`src/rtl/pipe_adder_pkg.sv`:
```
// Shared constants and types for the pipelined adder/subtractor.
package pipe_adder_pkg;

    localparam int unsigned BIT_DEF    = 16;
    localparam int unsigned STAGES_DEF = 4;

    typedef enum logic {
        MODE_ADD = 1'b0,
        MODE_SUB = 1'b1
    } mode_e;

endpackage

```
`src/rtl/pipe_add_stage.sv`:
```
// One registered slice of the carry-ripple pipeline.
// The stage word packs, from LSB up: completed sum slices, the remaining
// slices of A, and the remaining slices of effective B. Each stage replaces
// its A slice with the slice sum and drops its B slice, so the word shrinks
// by SL bits per stage and the last stage holds exactly the BIT-wide sum.
// Optional overflow flag under PIPE_ADDER_OVF_EN.
module pipe_add_stage
    import pipe_adder_pkg::*;
#(
    parameter int unsigned  BIT   = 16,
    parameter int unsigned  SL    = 4,
    parameter int unsigned  K     = 0,
    localparam int unsigned W_IN  = 2 * BIT - K * SL,
    localparam int unsigned W_OUT = W_IN - SL
) (
    input  logic             clk_i,
    input  logic             rst_ni,
    input  logic             en_i,
    input  logic             valid_i,
    output logic             valid_o,
    input  logic             cin_i,
    output logic             cout_o,
    input  logic [W_IN-1:0]  w_i,
    output logic [W_OUT-1:0] w_o
`ifdef PIPE_ADDER_OVF_EN
    ,
    input  logic             ovf_i,
    output logic             ovf_o
`endif
);

    localparam int unsigned DONE_W = K * SL;
    localparam int unsigned SW     = SL + 1;
    localparam bit          LAST   = (DONE_W + SL == BIT);

    logic [SL:0]      slice_d;
    logic [W_IN-1:0]  merged;
    logic [W_OUT-1:0] w_d;
    logic             v_q;
    logic             c_q;
    logic [W_OUT-1:0] w_q;

    // Add this slice, splice the result into the A field, drop the B slice.
    always_comb begin
        slice_d = {1'b0, w_i[DONE_W +: SL]} + {1'b0, w_i[BIT +: SL]} + SW'(cin_i);
        merged  = w_i;
        merged[DONE_W +: SL] = slice_d[SL-1:0];
        w_d     = W_OUT'({merged >> (BIT + SL), merged[BIT-1:0]});
    end

    // Stage register: loads whenever the enable chain lets it advance.
    always_ff @(posedge clk_i or negedge rst_ni) begin
        if (!rst_ni) begin
            v_q <= 1'b0;
            c_q <= 1'b0;
            w_q <= '0;
        end else if (en_i) begin
            v_q <= valid_i;
            c_q <= slice_d[SL];
            w_q <= w_d;
        end
    end

    assign valid_o = v_q;
    assign cout_o  = c_q;
    assign w_o     = w_q;

`ifdef PIPE_ADDER_OVF_EN
    logic ovf_d;
    logic ovf_q;

    // Overflow is resolved where the sign slice is added; earlier stages pass through.
    always_comb begin
        ovf_d = ovf_i;
        if (LAST) begin
            ovf_d = (w_i[BIT-1] == w_i[W_IN-1]) && (slice_d[SL-1] != w_i[BIT-1]);
        end
    end

    // Overflow register moves with the rest of the stage.
    always_ff @(posedge clk_i or negedge rst_ni) begin
        if (!rst_ni) begin
            ovf_q <= 1'b0;
        end else if (en_i) begin
            ovf_q <= ovf_d;
        end
    end

    assign ovf_o = ovf_q;
`endif

endmodule

```
`src/rtl/pipe_adder_nbit.sv`:
```
// Pipelined N-bit adder/subtractor with valid/ready on both sides.
// Carry ripples one slice per clock; bubbles collapse under back-pressure.
// Define PIPE_ADDER_OVF_EN to enable the signed-overflow output.
module pipe_adder_nbit
    import pipe_adder_pkg::*;
#(
    parameter int unsigned BIT    = BIT_DEF,
    parameter int unsigned STAGES = STAGES_DEF
) (
    input  logic           clk_i,
    input  logic           rst_ni,
    input  logic           valid_i,
    output logic           ready_o,
    input  logic [BIT-1:0] a_i,
    input  logic [BIT-1:0] b_i,
    input  logic           cin_i,
    input  logic           sub_i,
    output logic           valid_o,
    input  logic           ready_i,
    output logic [BIT-1:0] sum_o,
    output logic           cout_o,
    output logic           ovf_o
);

    localparam int unsigned SL = BIT / STAGES;

    mode_e             mode;
    logic [BIT-1:0]    b_eff;
    logic              cin_eff;
    logic [STAGES-1:0] v;
    logic [STAGES-1:0] en;

    // Operand conditioning: subtract is A + ~B + 1, carry-in ignored.
    always_comb begin
        mode    = mode_e'(sub_i);
        b_eff   = (mode == MODE_SUB) ? ~b_i : b_i;
        cin_eff = (mode == MODE_SUB) ? 1'b1 : cin_i;
    end

    // Enable chain: a stage advances if it is empty or everything below it can move.
    always_comb begin
        logic full;
        full = 1'b1;
        en   = '0;
        for (int k = STAGES - 1; k >= 0; k--) begin
            full  = full & v[k];
            en[k] = ready_i | ~full;
        end
    end

    assign ready_o = en[0];

    for (genvar k = 0; k < STAGES; k++) begin : g_stage
        localparam int unsigned W_IN  = 2 * BIT - k * SL;
        localparam int unsigned W_OUT = W_IN - SL;

        logic [W_IN-1:0]  w_in;
        logic [W_OUT-1:0] w_out;
        logic             c_in;
        logic             c_out;
        logic             v_in;
        logic             v_out;
`ifdef PIPE_ADDER_OVF_EN
        logic             ovf_in;
        logic             ovf_out;
`endif

        if (k == 0) begin : g_first
            assign w_in = {b_eff, a_i};
            assign c_in = cin_eff;
            assign v_in = valid_i;
`ifdef PIPE_ADDER_OVF_EN
            assign ovf_in = 1'b0;
`endif
        end else begin : g_next
            assign w_in = g_stage[k-1].w_out;
            assign c_in = g_stage[k-1].c_out;
            assign v_in = g_stage[k-1].v_out;
`ifdef PIPE_ADDER_OVF_EN
            assign ovf_in = g_stage[k-1].ovf_out;
`endif
        end

        pipe_add_stage #(
            .BIT (BIT),
            .SL  (SL),
            .K   (k)
        ) u_stage (
            .clk_i   (clk_i),
            .rst_ni  (rst_ni),
            .en_i    (en[k]),
            .valid_i (v_in),
            .valid_o (v_out),
            .cin_i   (c_in),
            .cout_o  (c_out),
            .w_i     (w_in),
            .w_o     (w_out)
`ifdef PIPE_ADDER_OVF_EN
            ,
            .ovf_i   (ovf_in),
            .ovf_o   (ovf_out)
`endif
        );

        assign v[k] = v_out;
    end

    assign valid_o = v[STAGES-1];
    assign sum_o   = g_stage[STAGES-1].w_out;
    assign cout_o  = g_stage[STAGES-1].c_out;
`ifdef PIPE_ADDER_OVF_EN
    assign ovf_o   = g_stage[STAGES-1].ovf_out;
`else
    assign ovf_o   = 1'b0;
`endif

endmodule
```
`config.mk`:
```
export PLATFORM = sky130hd
export DESIGN_NAME = pipe_adder_nbit
export DESIGN_NICKNAME = d
export VERILOG_FILES = /design/src/rtl/pipe_adder_pkg.sv /design/src/rtl/pipe_add_stage.sv /design/src/rtl/pipe_adder_nbit.sv
export SDC_FILE = /design/constraint.sdc
export NUM_CORES = 1
export LEC_CHECK = 0
export BUFFER_PORTS_ARGS = -buffer_cell sky130_fd_sc_hd__clkbuf_2
export CAP_MARGIN = 20
export CORE_ASPECT_RATIO = 0.8
export CORE_MARGIN = 2
export CORE_UTILIZATION = 39
export DETAILED_ROUTE_END_ITERATION = 8
export PLACE_DENSITY = 0.59
export SETUP_SLACK_MARGIN = 0.3
export SKIP_LAST_GASP = 1
export SYNTH_ARGS = -nofsm -noshare
export SYNTH_HDL_FRONTEND = slang
export SYNTH_SLANG_ARGS = --single-unit
```
`constraint.sdc`:
```
create_clock -name clk_i -period 1.7 [get_ports clk_i]
set_input_delay 0.085 -clock clk_i [delete_from_list [all_inputs] [get_ports clk_i]]
set_output_delay 0.085 -clock clk_i [all_outputs]
set_load 0.01 [all_outputs]
```
## Word level (Yosys, flattened, before mapping)

Cells that the tools add are included.

- Bits in registers: 96
- Output and inout port bits: 20
- Input bits: 38
- Word-level logic and storage cells: 34

- $add $sub $neg: 8
- Multiplexer cells: 2
- Bitwise gates (word level): 12

Operators by type and width:

| cell | number |
|---|---|
| adder 4 x 4 -> 5 bit | 4 |
| adder 5 x 1 -> 5 bit | 4 |
| two-way mux 16 bit | 1 |
| NOT 16 bit | 1 |
| NOT 1 bit | 4 |
| bitwise OR 1 bit | 4 |
| AND 1 bit | 3 |
| two-way mux 1 bit | 1 |

## Longest topological paths before layout

Gate-level depths: netlist of run 1.

- Depth in word-level cells: 5
- Mapped depth: 8
- Depth with buffers taken out: 6

## Modules after synthesis

A second synthesis of run 1 with hierarchy kept.

- Cells, all modules: 314
- Area, all modules: 4478.0 µm²

Modules (own cells, without submodules):

| module | times used | cells each | area an instance (µm²) | seq. area each (µm²) |
|---|---|---|---|---|
| pipe_add_stage at g_stage[0].u_stage | 1 | 85 | 1296.2 | 750.7 |
| pipe_add_stage at g_stage[1].u_stage | 1 | 76 | 1131.1 | 650.6 |
| pipe_add_stage at g_stage[2].u_stage | 1 | 68 | 994.7 | 550.5 |
| pipe_add_stage at g_stage[3].u_stage | 1 | 59 | 834.6 | 450.4 |
| pipe_adder_nbit | 1 | 26 | 221.5 | 0.0 |

## Least setup slack after synthesis of run 1

Ideal clock, no wire load.

- Path type: input-to-reg
- From: input port sub_i
- To: register g_stage[0].u_stage.c_q
- Arrival: 2.025 ns
- Stages on the path: 8
- Path slack: -0.456 ns
- Library setup time: 0.130 ns
- Cell sequence: buf_2 -> buf_2 -> or2_2 -> fa_1 -> fa_1 -> a21o_1 -> a221oi_1 -> a21oi_1

- Word-level cells in the longest chain between the ends: 3

RTL lines:

| what | line | source |
|---|---|---|
| start: declaration | pipe_adder_nbit.sv:17 | `input logic sub_i,` |
| two-way mux 16 bit | pipe_adder_nbit.sv:36 | `b_eff = (mode == MODE_SUB) ? ~b_i : b_i;` |
| adder 4 x 4 -> 5 bit | pipe_add_stage.sv:45 | `slice_d = {1'b0, w_i[DONE_W +: SL]} + {1'b0, w_i[BIT +: SL]} + SW'(cin_i);` |
| adder 5 x 1 -> 5 bit (*) | pipe_add_stage.sv:45 |  |
| end signal: assignment | pipe_add_stage.sv:59 | `c_q <= slice_d[SL];` |
| end: declaration | pipe_add_stage.sv:40 | `logic c_q;` |

Mark *: on every way between the ends. The rest lies on a longest branch, timed or not.
A chain may end at the register's enable or synchronous reset.

## Worst setup path in the final report of run 1

- From: register g_stage[1].u_stage.c_q
- To: register g_stage[2].u_stage.c_q

- Word-level cells in the longest chain between the ends: 1

RTL lines:

| what | line |
|---|---|
| start: declaration | pipe_add_stage.sv:40 |
| start signal: assignment | pipe_add_stage.sv:59 |
| adder 5 x 1 -> 5 bit | pipe_add_stage.sv:45 |
| end signal: assignment | pipe_add_stage.sv:59 |
| end: declaration | pipe_add_stage.sv:40 |

No other way between the ends.

==> results.json, run 1 <==
{
  "synth-seq-cells": 96,
  "start_util_pct": 39.82,
  "global_route.usage.total_pct": 16.52,
  "final_antenna_net_count": 0,
  "ys.flop_type": "sky130_fd_sc_hd__dfrtp_1",
  "globalRoute.busiestLayer": "met1",
  "final_design_area_no_fill_sq_um": 5678,
  "globalRouteMet2Util_pct": 24.16,
  "post_synth_instance_area_sq_um": 4319,
  "dpl-instance-area_sq_um": 4883,
  "ioPinCount": 58,
  "hold_viol_final": 0,
  "routabilityCongestion": 0.7764,
  "grt_use_met3_pct": 3.914,
  "max-vdd-ir-drop_mv": 0.6248,
  "drt_first_iter_violations": 173,
  "top_cells_by_area_in_the_synthesized_netlist": "sky130_fd_sc_hd__dfrtp_1 56%, sky130_fd_sc_hd__nand2_1 13%, sky130_fd_sc_hd__fa_1 3.7%, sky130_fd_sc_hd__ha_1 3.5%, sky130_fd_sc_hd__xnor2_1 2.8%",
  "die_height_um": 98.13,
  "fp.dieW_um": 121.7,
  "critical_path.endpoint_type": "register",
  "overflow": 0,
  "floorplan.core_area_sq_um": 10850,
  "use_met1_pct": 24.43,
  "tritoncts": "done",
  "tightest_slew_ps": 503.8,
  "numCtsBuffers": 9,
  "first_pass_iters": 4,
  "skew_ps": 3.377,
  "synth_top_cell_area_share_pct": 55.62,
  "synth_top_cell_by_area": "sky130_fd_sc_hd__dfrtp_1",
  "outcome": "completed",
  "finalSetupViolations": 0,
  "route.detailed.vias_per_inst": 4.585,
  "achievable-frequency_mhz": 596.3,
  "max_cap_violations": 0,
  "yosysMostFrequentCell": "sky130_fd_sc_hd__nand2_1",
  "timing.setup.critical_path_class": "register to register",
  "mappedNetlistNets": 486,
  "layout-area-overhead-vs-synth_pct": 31.46,
  "placed_cells": 624,
  "synth_cell_type_count": 39,
  "maxSlewHeadroom_pct": 66.42,
  "die-area_sq_um": 11940,
  "cts_max_path_buffers": 2,
  "cp_launch_type": "register",
  "first_global_vias": 3101,
  "antenna_cells_inserted": 0,
  "routed_wl_um": 8980,
  "remaining_drc_errors": 0,
  "cp_data_required_time_ps": 1930,
  "worst_r2r_path_depth": 5,
  "crit_fanout": 2,
  "count_of_port_buffers_added_during_placement": 56,
  "pwr_density_cell_nw_per_um2": 1288,
  "min_delay_path_depth": 3,
  "timing.final.crit_period_ps": 1677,
  "numClockSinks": 96,
  "cellLeakagePower_uw": 0.002812,
  "num_vias": 3086,
  "holdCritPathClass": "input pin to register",
  "ys_top_cells_by_count": "150 x sky130_fd_sc_hd__nand2_1, 96 x sky130_fd_sc_hd__dfrtp_1, 18 x sky130_fd_sc_hd__o21ai_0",
  "insertion_delay_ps": 340,
  "final_min_period_over_clock_period_pct": 98.65,
  "global_route_wire_length_before_repair_um": 15370,
  "wl_per_cell_um": 13.34,
  "htree_levels": 3,
  "synth_warnings": 0,
  "root_buffer": "sky130_fd_sc_hd__clkbuf_16",
  "rsz0062_at_grt": "true",
  "synthesis.instances": 428,
  "yosysSeqAreaShare_pct": 55.62,
  "antenna_found_initial": 0,
  "final_cells": 673,
  "detail_placement_hpwl_um": 6249,
  "std_cell_rows": 34,
  "worst_ep_arrival_time_ps": 1900,
  "syn_area_per_cell_sq_um": 10.09,
  "slew_violations": 0,
  "fraction_of_final_layout_cells_with_drive_strength_greater_than_1_pct": 29.30,
  "num-nets-final": 584,
  "asyncSetResetFlopFracSynth_pct": 100.0,
  "synth_enable_flop_cells": 0,
  "pin_count_of_the_biggest_net_entering_global_routing": 40,
  "worst_setup_hold_path_clk_slew_ps": 60
}
==> worst paths after layout <==
check / start / end / slack, ps
setup / recovery: g_stage[1].u_stage.cout_o$_DFFE_PN0P_ / g_stage[2].u_stage.cout_o$_DFFE_PN0P_ / 20
hold / removal: b_i[4] / g_stage[0].u_stage.w_o[16]$_DFFE_PN0P_ / 40
setup reg to reg: g_stage[1].u_stage.cout_o$_DFFE_PN0P_ / g_stage[2].u_stage.cout_o$_DFFE_PN0P_ / 20
hold reg to reg: g_stage[3].u_stage.w_o[4]$_DFFE_PN0P_ / g_stage[3].u_stage.w_o[4]$_DFFE_PN0P_ / 470
max in group asynchronous: rst_ni / g_stage[3].u_stage.valid_o$_DFFE_PN0P_ / 850
min in group asynchronous: rst_ni / g_stage[3].u_stage.w_o[8]$_DFFE_PN0P_ / 260
==> final cells by class <==
cell class,count,area (sq um)
Clock inverter,4,47.55
Clock buffer,10,229.0
Timing Repair Buffer,109,843.3
Fill cell,1028,5170
Multi-Input combinational cell,297,1918
Sequential cell,96,2404
Inverter,13,56.30
Tap cell,144,180.2
==> layer usage <==
layer  vias up  routed length, um  part of all wire (%)
li1       1571                  -                     -
met1      1445               4609                    51
met2        60               3909                    44
met3        10                339                   3.8
met4         0                122                   1.4
met5         -                  0                     0
==> flip-flops by register name (all words and copies together), names as in the netlist <==
| name | count |
|---|---|
| g_stage.u_stage.cout_o | 4 |
| g_stage.u_stage.valid_o | 4 |
| g_stage.u_stage.w_o | 88 |
==> where the power goes <==
part / switching (uW) / internal [uW]
clock: 811 / 1120
sequential: 398 / 2900
combinational: 1040 / 1040
total: 2250 / 5060
==> stage by stage <==
stage | worst slack, ps | power [uW] | utilization [%] | hold slack (ps) | TNS [ps]
finish | 23.01 | 7311 | 52.34 | 40.69 | 0
global route | -23.85 | 7836 | 52.34 | 45.77 | -40.98
CTS | 48.21 | 7224 | 50.93 | 27.84 | 0
detailed placement | -166.9 | 5062 | 45.02 | 91.48 | -316.0
global placement | -120.2 | 4992 | 45.02 | 96.49 | -147.2
floorplan | -233.6 | 4383 | - | -210.6 | -344.2
==> logic make-up (layout without fill, tap and decap cells) <==
family	count (synthesis)	after routing	share of synthesized area [%]
xor+xnor	20	20	4.056
buf+inv	35	136	3.621
mux	15	15	4.577
compound gates	40	40	5.272
other cells	1	1	0.08682
simple gates	201	201	19.58
flops	96	96	55.62
fa+ha+maj	20	20	7.184
==> repair_timing <==
| item | CTS | global route |
|---|---|---|
| pin swaps | 12 | 11 |
| hold endpoints to repair | 49 | 0 |
| setup endpoints to repair | 48 | 39 |
| hold buffers | 14 | 0 |
| resized for setup | 18 | 23 |
| setup buffers | 13 | 7 |
| gates cloned | 1 | 0 |
==> layout by cell type, fill, tap and decap left out, drive strengths merged, types with 2 or more instances in the layout <==
cell type    instances
fa                   8
a211oi               3
nor3                 2
nand2b               5
a21oi               13
inv                 13
nor2b                4
o21ai               18
ha                  12
mux2                14
dfrtp               96
a21o                 2
nand3b               2
xnor2               14
nor2                13
xor2                 6
buf                 41
clkinv               2
nand2              150
clkbuf              64
nand3               16
and4                 2
dlygate4sd3         14
==> critical path, cell delays in order (launching register included) <==
cell                      delay (ps)
sky130_fd_sc_hd__dfrtp_1         400
sky130_fd_sc_hd__fa_2            430
sky130_fd_sc_hd__fa_2            380
sky130_fd_sc_hd__a21o_1          170
sky130_fd_sc_hd__a21oi_2         120
sky130_fd_sc_hd__a21oi_1          70
Note: power is estimated with default switching activity, not from simulation.
==> run 2, diff against run 1 <==
Settings changed: PLACE_DENSITY 0.59 to 0.57.
Clock period 1.7 ns to 2.15 ns, I/O delays scaled along.
==> results.json, run 2 (same netlist as run 1, synthesis figures left out) <==
{
  "timing.setup.critical_path_class": "register to output pin",
  "min_delay_path_depth": 2,
  "outcome": "completed",
  "final_core_util_pct": 48.04,
  "antenna_found_initial": 0,
  "drt_first_iter_violations": 65,
  "hold_viol_final": 0,
  "finalSetupViolations": 0,
  "layout-area-overhead-vs-synth_pct": 20.65,
  "hold_path.startpoint": "a_i[15]",
  "critical_path.endpoint_type": "output pin",
  "final_min_period_over_clock_period_pct": 81.03,
  "ioPinCount": 58,
  "placed_cells": 617,
  "cp_launch_type": "register",
  "global_route_wire_length_before_repair_um": 14520,
  "detail_placement_hpwl_um": 5928,
  "rsz0062_at_grt": "false",
  "worst_r2r_path_depth": 5,
  "routabilityCongestion": 0.7518,
  "final_design_area_no_fill_sq_um": 5211,
  "timing.final.crit_period_ps": 1742,
  "count_of_port_buffers_added_during_placement": 56,
  "overflow": 0,
  "worstReg2RegStart": "g_stage[1].u_stage.cout_o$_DFFE_PN0P_",
  "fin_hold_ws_ps": 10.46,
  "final_antenna_net_count": 0,
  "start_util_pct": 39.82,
  "startpoint": "g_stage[3].u_stage.valid_o$_DFFE_PN0P_",
  "pwr_density_cell_nw_per_um2": 1074,
  "insertion_delay_ps": 330,
  "cellLeakagePower_uw": 0.002591,
  "max-vdd-ir-drop_mv": 0.6078,
  "tritoncts": "done",
  "most-common-layout-cells": "150 x sky130_fd_sc_hd__nand2_1, 96 x sky130_fd_sc_hd__dfrtp_1, 55 x sky130_fd_sc_hd__clkbuf_2",
  "num-nets-final": 552,
  "worst_ep_arrival_time_ps": 1630,
  "leading_cell_type_in_the_layout_fill_and_taps_excluded": "sky130_fd_sc_hd__nand2_1",
  "routed_wl_um": 8106,
  "first_pass_iters": 4,
  "max_cap_violations": 0,
  "holdCritPathClass": "input pin to register",
  "hold_path_end": "g_stage[0].u_stage.w_o[15]$_DFFE_PN0P_",
  "regToRegSetupSlack_ps": 410,
  "num_vias": 2980,
  "fin_tns_setup_ps": 0,
  "numClockSinks": 96,
  "slew_violations": 0,
  "die_height_um": 98.13,
  "numCtsBuffers": 9,
  "dpl-instance-area_sq_um": 4786,
  "global_route.usage.total_pct": 15.23,
  "pin_count_of_the_biggest_net_entering_global_routing": 46,
  "floorplan.core_area_sq_um": 10850,
  "std_cell_rows": 34,
  "largest_register_ff_count": 88,
  "fp.dieW_um": 121.7,
  "skew_ps": 7.442,
  "first_global_vias": 3045,
  "timing.rr.end": "g_stage[2].u_stage.cout_o$_DFFE_PN0P_",
  "route.detailed.vias_per_inst": 4.635,
  "wl_per_cell_um": 12.61,
  "fraction_of_final_layout_cells_with_drive_strength_greater_than_1_pct": 20.44,
  "cp_data_required_time_ps": 2040,
  "remaining_drc_errors": 0,
  "htree_levels": 3,
  "post-cts-setup-buffers": 0,
  "antenna_cells_inserted": 0,
  "cts_max_path_buffers": 2,
  "crit_fanout": 16,
  "final_cells": 643,
  "die-area_sq_um": 11940,
  "root_buffer": "sky130_fd_sc_hd__clkbuf_16",
  "worst_setup_hold_path_clk_slew_ps": 70,
  "achievable-frequency_mhz": 574.0
}
-- run 2: cell types whose count changed in the layout (fill, tap and decap cells not counted), sizes merged --
cell	change
buf	-29
dlygate4sd3	-4
clkbuf	+3
clkinv	-2
bufinv	+1
inv	+1
-- run 2: stage by stage --
stage | total power, uW | setup slack, ps
2_1_floorplan | 3447 | 193.1
3_3_place_gp | 3899 | 303.2
3_5_place_dp | 3938 | 285.5
4_1_cts | 5686 | 351.4
5_1_grt | 6023 | 315.3
6_report | 5597 | 407.8
-- run 2: area by class of cell --
class	count	area [sq um]
well taps	144	180.2
clock buffers	12	246.5
repair buffers	77	478.0
flip-flops and latches	96	2402
fillers	1091	5637
clock inverters	4	76.32
multi-input cells	297	1777
inverters	13	51.30
-- run 2: worst max path at each step --
stage	slack, ps	depth (start not counted)	end
CTS	350	5	g_stage[2].u_stage.cout_o$_DFFE_PN0P_
detailed placement	290	7	g_stage[0].u_stage.cout_o$_DFFE_PN0P_
finish	410	4	ready_o
global route	320	5	g_stage[2].u_stage.cout_o$_DFFE_PN0P_
global placement	300	7	g_stage[0].u_stage.cout_o$_DFFE_PN0P_
floorplan	190	8	g_stage[0].u_stage.cout_o$_DFFE_PN0P_
-- run 2: layer usage --
layer | share of wire (%) | vias to the layer above | track usage [%]
li1 | - | 1510 | -
met1 | 52 | 1409 | 22.18
met2 | 43 | 52 | 23.12
met3 | 3.7 | 9 | 3.914
met4 | 0.88 | 0 | 3.183
met5 | 0 | - | 0
-- run 2: power breakdown --
| group | switching [uW] | total [uW] | internal, uW |
|---|---|---|---|
| clock | 651 | 1710 | 1060 |
| combinational | 714 | 1310 | 592 |
| sequential | 293 | 2580 | 2290 |
-- run 2: worst max-delay path, cell delays in order (launching register included) --
cell and delay (ps):
sky130_fd_sc_hd__dfrtp_1 440, sky130_fd_sc_hd__and4b_1 240, sky130_fd_sc_hd__and2_1 190, sky130_fd_sc_hd__inv_4 220, sky130_fd_sc_hd__clkbuf_2 190
-- run 2: timing repair --
action | CTS | global route
gates resized for setup | 0 | 1
endpoints found under the setup margin | 0 | 1
hold endpoints to repair | 38 | 0
hold buffers | 10 | 0
==> run 3, diff against run 2 <==
Settings changed: PLACE_DENSITY 0.57 to 0.59.
Clock period 2.15 ns to 1.6 ns, I/O delays scaled along.
==> results.json, run 3 (same netlist as run 1, synthesis figures left out) <==
{
  "cp_data_required_time_ps": 1840,
  "leading_cell_type_in_the_layout_fill_and_taps_excluded": "sky130_fd_sc_hd__nand2_1",
  "hold_path.startpoint": "b_i[4]",
  "fin_tns_setup_ps": -86.91,
  "max-vdd-ir-drop_mv": 0.5820,
  "critical_path.endpoint_type": "register",
  "cellLeakagePower_uw": 0.002953,
  "max_cap_violations": 0,
  "setup_ws_ps": -60.38,
  "htree_levels": 3,
  "floorplan.core_area_sq_um": 10850,
  "cts_max_path_buffers": 2,
  "die_height_um": 98.13,
  "placed_cells": 628,
  "hold_path_end": "g_stage[0].u_stage.w_o[16]$_DFFE_PN0P_",
  "rsz0062_at_grt": "true",
  "remaining_drc_errors": 0,
  "final_design_area_no_fill_sq_um": 5991,
  "antenna_found_initial": 0,
  "worst_ep_arrival_time_ps": 1900,
  "regToRegSetupSlack_ps": -60,
  "power.share.clock_pct": 27.7,
  "most-common-layout-cells": "135 x sky130_fd_sc_hd__nand2_1, 95 x sky130_fd_sc_hd__dfrtp_1, 53 x sky130_fd_sc_hd__clkbuf_2",
  "route.detailed.vias_per_inst": 4.647,
  "cp_launch_type": "register",
  "pwr_density_cell_nw_per_um2": 1353,
  "skew_ps": 6.628,
  "first_global_vias": 3115,
  "root_buffer": "sky130_fd_sc_hd__clkbuf_16",
  "dp_slack_ps": -255.7,
  "pin_count_of_the_biggest_net_entering_global_routing": 38,
  "first_pass_iters": 4,
  "crit_fanout": 2,
  "global_route.usage.total_pct": 16.56,
  "fp.dieW_um": 121.7,
  "timing.rr.end": "g_stage[2].u_stage.cout_o$_DFFE_PN0P_",
  "outcome": "finished with violations",
  "timing.final.crit_period_ps": 1660,
  "global_route_wire_length_before_repair_um": 15430,
  "largest_register_ff_count": 88,
  "holdCritPathClass": "input pin to register",
  "insertion_delay_ps": 350,
  "count_of_port_buffers_added_during_placement": 56,
  "num_vias": 3183,
  "detail_placement_hpwl_um": 6382,
  "overflow": 0,
  "power_report.internal_total_uw": 5605,
  "ioPinCount": 58,
  "worst_r2r_path_depth": 5,
  "final_antenna_net_count": 0,
  "dpl-instance-area_sq_um": 4891,
  "min_delay_path_depth": 3,
  "antenna_cells_inserted": 0,
  "routabilityCongestion": 0.7750,
  "wl_per_cell_um": 14.04,
  "routed_wl_um": 9615,
  "violations_in_the_final_reports": "negative setup slack",
  "final_cells": 685,
  "drt_first_iter_violations": 101,
  "num-nets-final": 594,
  "achievable-frequency_mhz": 602.3,
  "start_util_pct": 39.82,
  "gate_power_share_pct": 28.8,
  "seq_power_share_pct": 43.5,
  "worst_setup_hold_path_clk_slew_ps": 70,
  "die-area_sq_um": 11940,
  "timing.setup.critical_path_class": "register to register",
  "layout-area-overhead-vs-synth_pct": 38.70,
  "switching_share_pct": 30.87,
  "worstReg2RegStart": "g_stage[1].u_stage.cout_o$_DFFE_PN0P_",
  "fraction_of_final_layout_cells_with_drive_strength_greater_than_1_pct": 35.86,
  "numCtsBuffers": 9,
  "slew_violations": 0,
  "std_cell_rows": 34,
  "numClockSinks": 96,
  "net-switching-power_uw": 2503,
  "tritoncts": "done",
  "finalSetupViolations": 3,
  "final_min_period_over_clock_period_pct": 103.8,
  "hold_viol_final": 0
}
[run 3: final cells by class]
type	count	area (sq um)
multi-input cells	297	2004
repair buffers	119	1023
well taps	144	180.2
flip-flops and latches	96	2404
clock inverters	4	51.30
fillers	987	4857
inverters	13	61.31
clock buffers	12	266.5
[run 3: power by group through the flow]
stage | clock (uW) | sequential (uW) | combinational (uW)
floorplan | 0 | 3500 | 1160
global placement | 0 | 3510 | 1810
detailed placement | 0 | 3540 | 1850
CTS | 2300 | 3520 | 2110
global route | 2430 | 3610 | 2630
finish | 2240 | 3530 | 2340
[run 3: worst max-delay path by stage]
stage,to,slack (ps),from,cells after the start
detailed placement,g_stage[0].u_stage.cout_o$_DFFE_PN0P_,-260,sub_i,7
finish,g_stage[2].u_stage.cout_o$_DFFE_PN0P_,-60,g_stage[1].u_stage.cout_o$_DFFE_PN0P_,5
global placement,g_stage[0].u_stage.cout_o$_DFFE_PN0P_,-210,sub_i,7
floorplan,g_stage[0].u_stage.cout_o$_DFFE_PN0P_,-330,sub_i,8
global route,g_stage[2].u_stage.cout_o$_DFFE_PN0P_,-130,g_stage[1].u_stage.cout_o$_DFFE_PN0P_,5
CTS,g_stage[2].u_stage.cout_o$_DFFE_PN0P_,-60,g_stage[1].u_stage.w_o[16]$_DFFE_PN0P_,5
[run 3: worst max-delay path, stage by stage, from the launching register on]
cell	delay (ps)
sky130_fd_sc_hd__dfrtp_1	400
sky130_fd_sc_hd__fa_2	430
sky130_fd_sc_hd__fa_2	360
sky130_fd_sc_hd__a21o_1	170
sky130_fd_sc_hd__a21oi_2	120
sky130_fd_sc_hd__a21oi_1	70
[run 3: repair_timing]
item / in CTS / in global routing
cloned: 2 / 5
setup endpoints to repair: 42 / 77
pin swaps: 14 / 25
endpoints found under the hold margin: 38 / 0
gates resized for setup: 36 / 60
buffers inserted: 13 / 7
hold buffers: 14 / 0
[run 3: through the flow]
step	hold slack [ps]	total power [uW]	utilization (%)
after global placement	36.10	5314	45.09
final	39.22	8107	55.22
after CTS	7.752	7924	52.10
after global routing	45.64	8665	55.22
after floorplan	-215.6	4667	-
after detailed placement	39.61	5396	45.09
[run 3: layer usage]
layer	vias up	part of all wire [%]	track usage, %
met3	8	4.2	5.257
met2	65	46	25.50
met5	-	0	0
li1	1605	-	-
met4	0	1.1	4.156
met1	1505	48	22.90
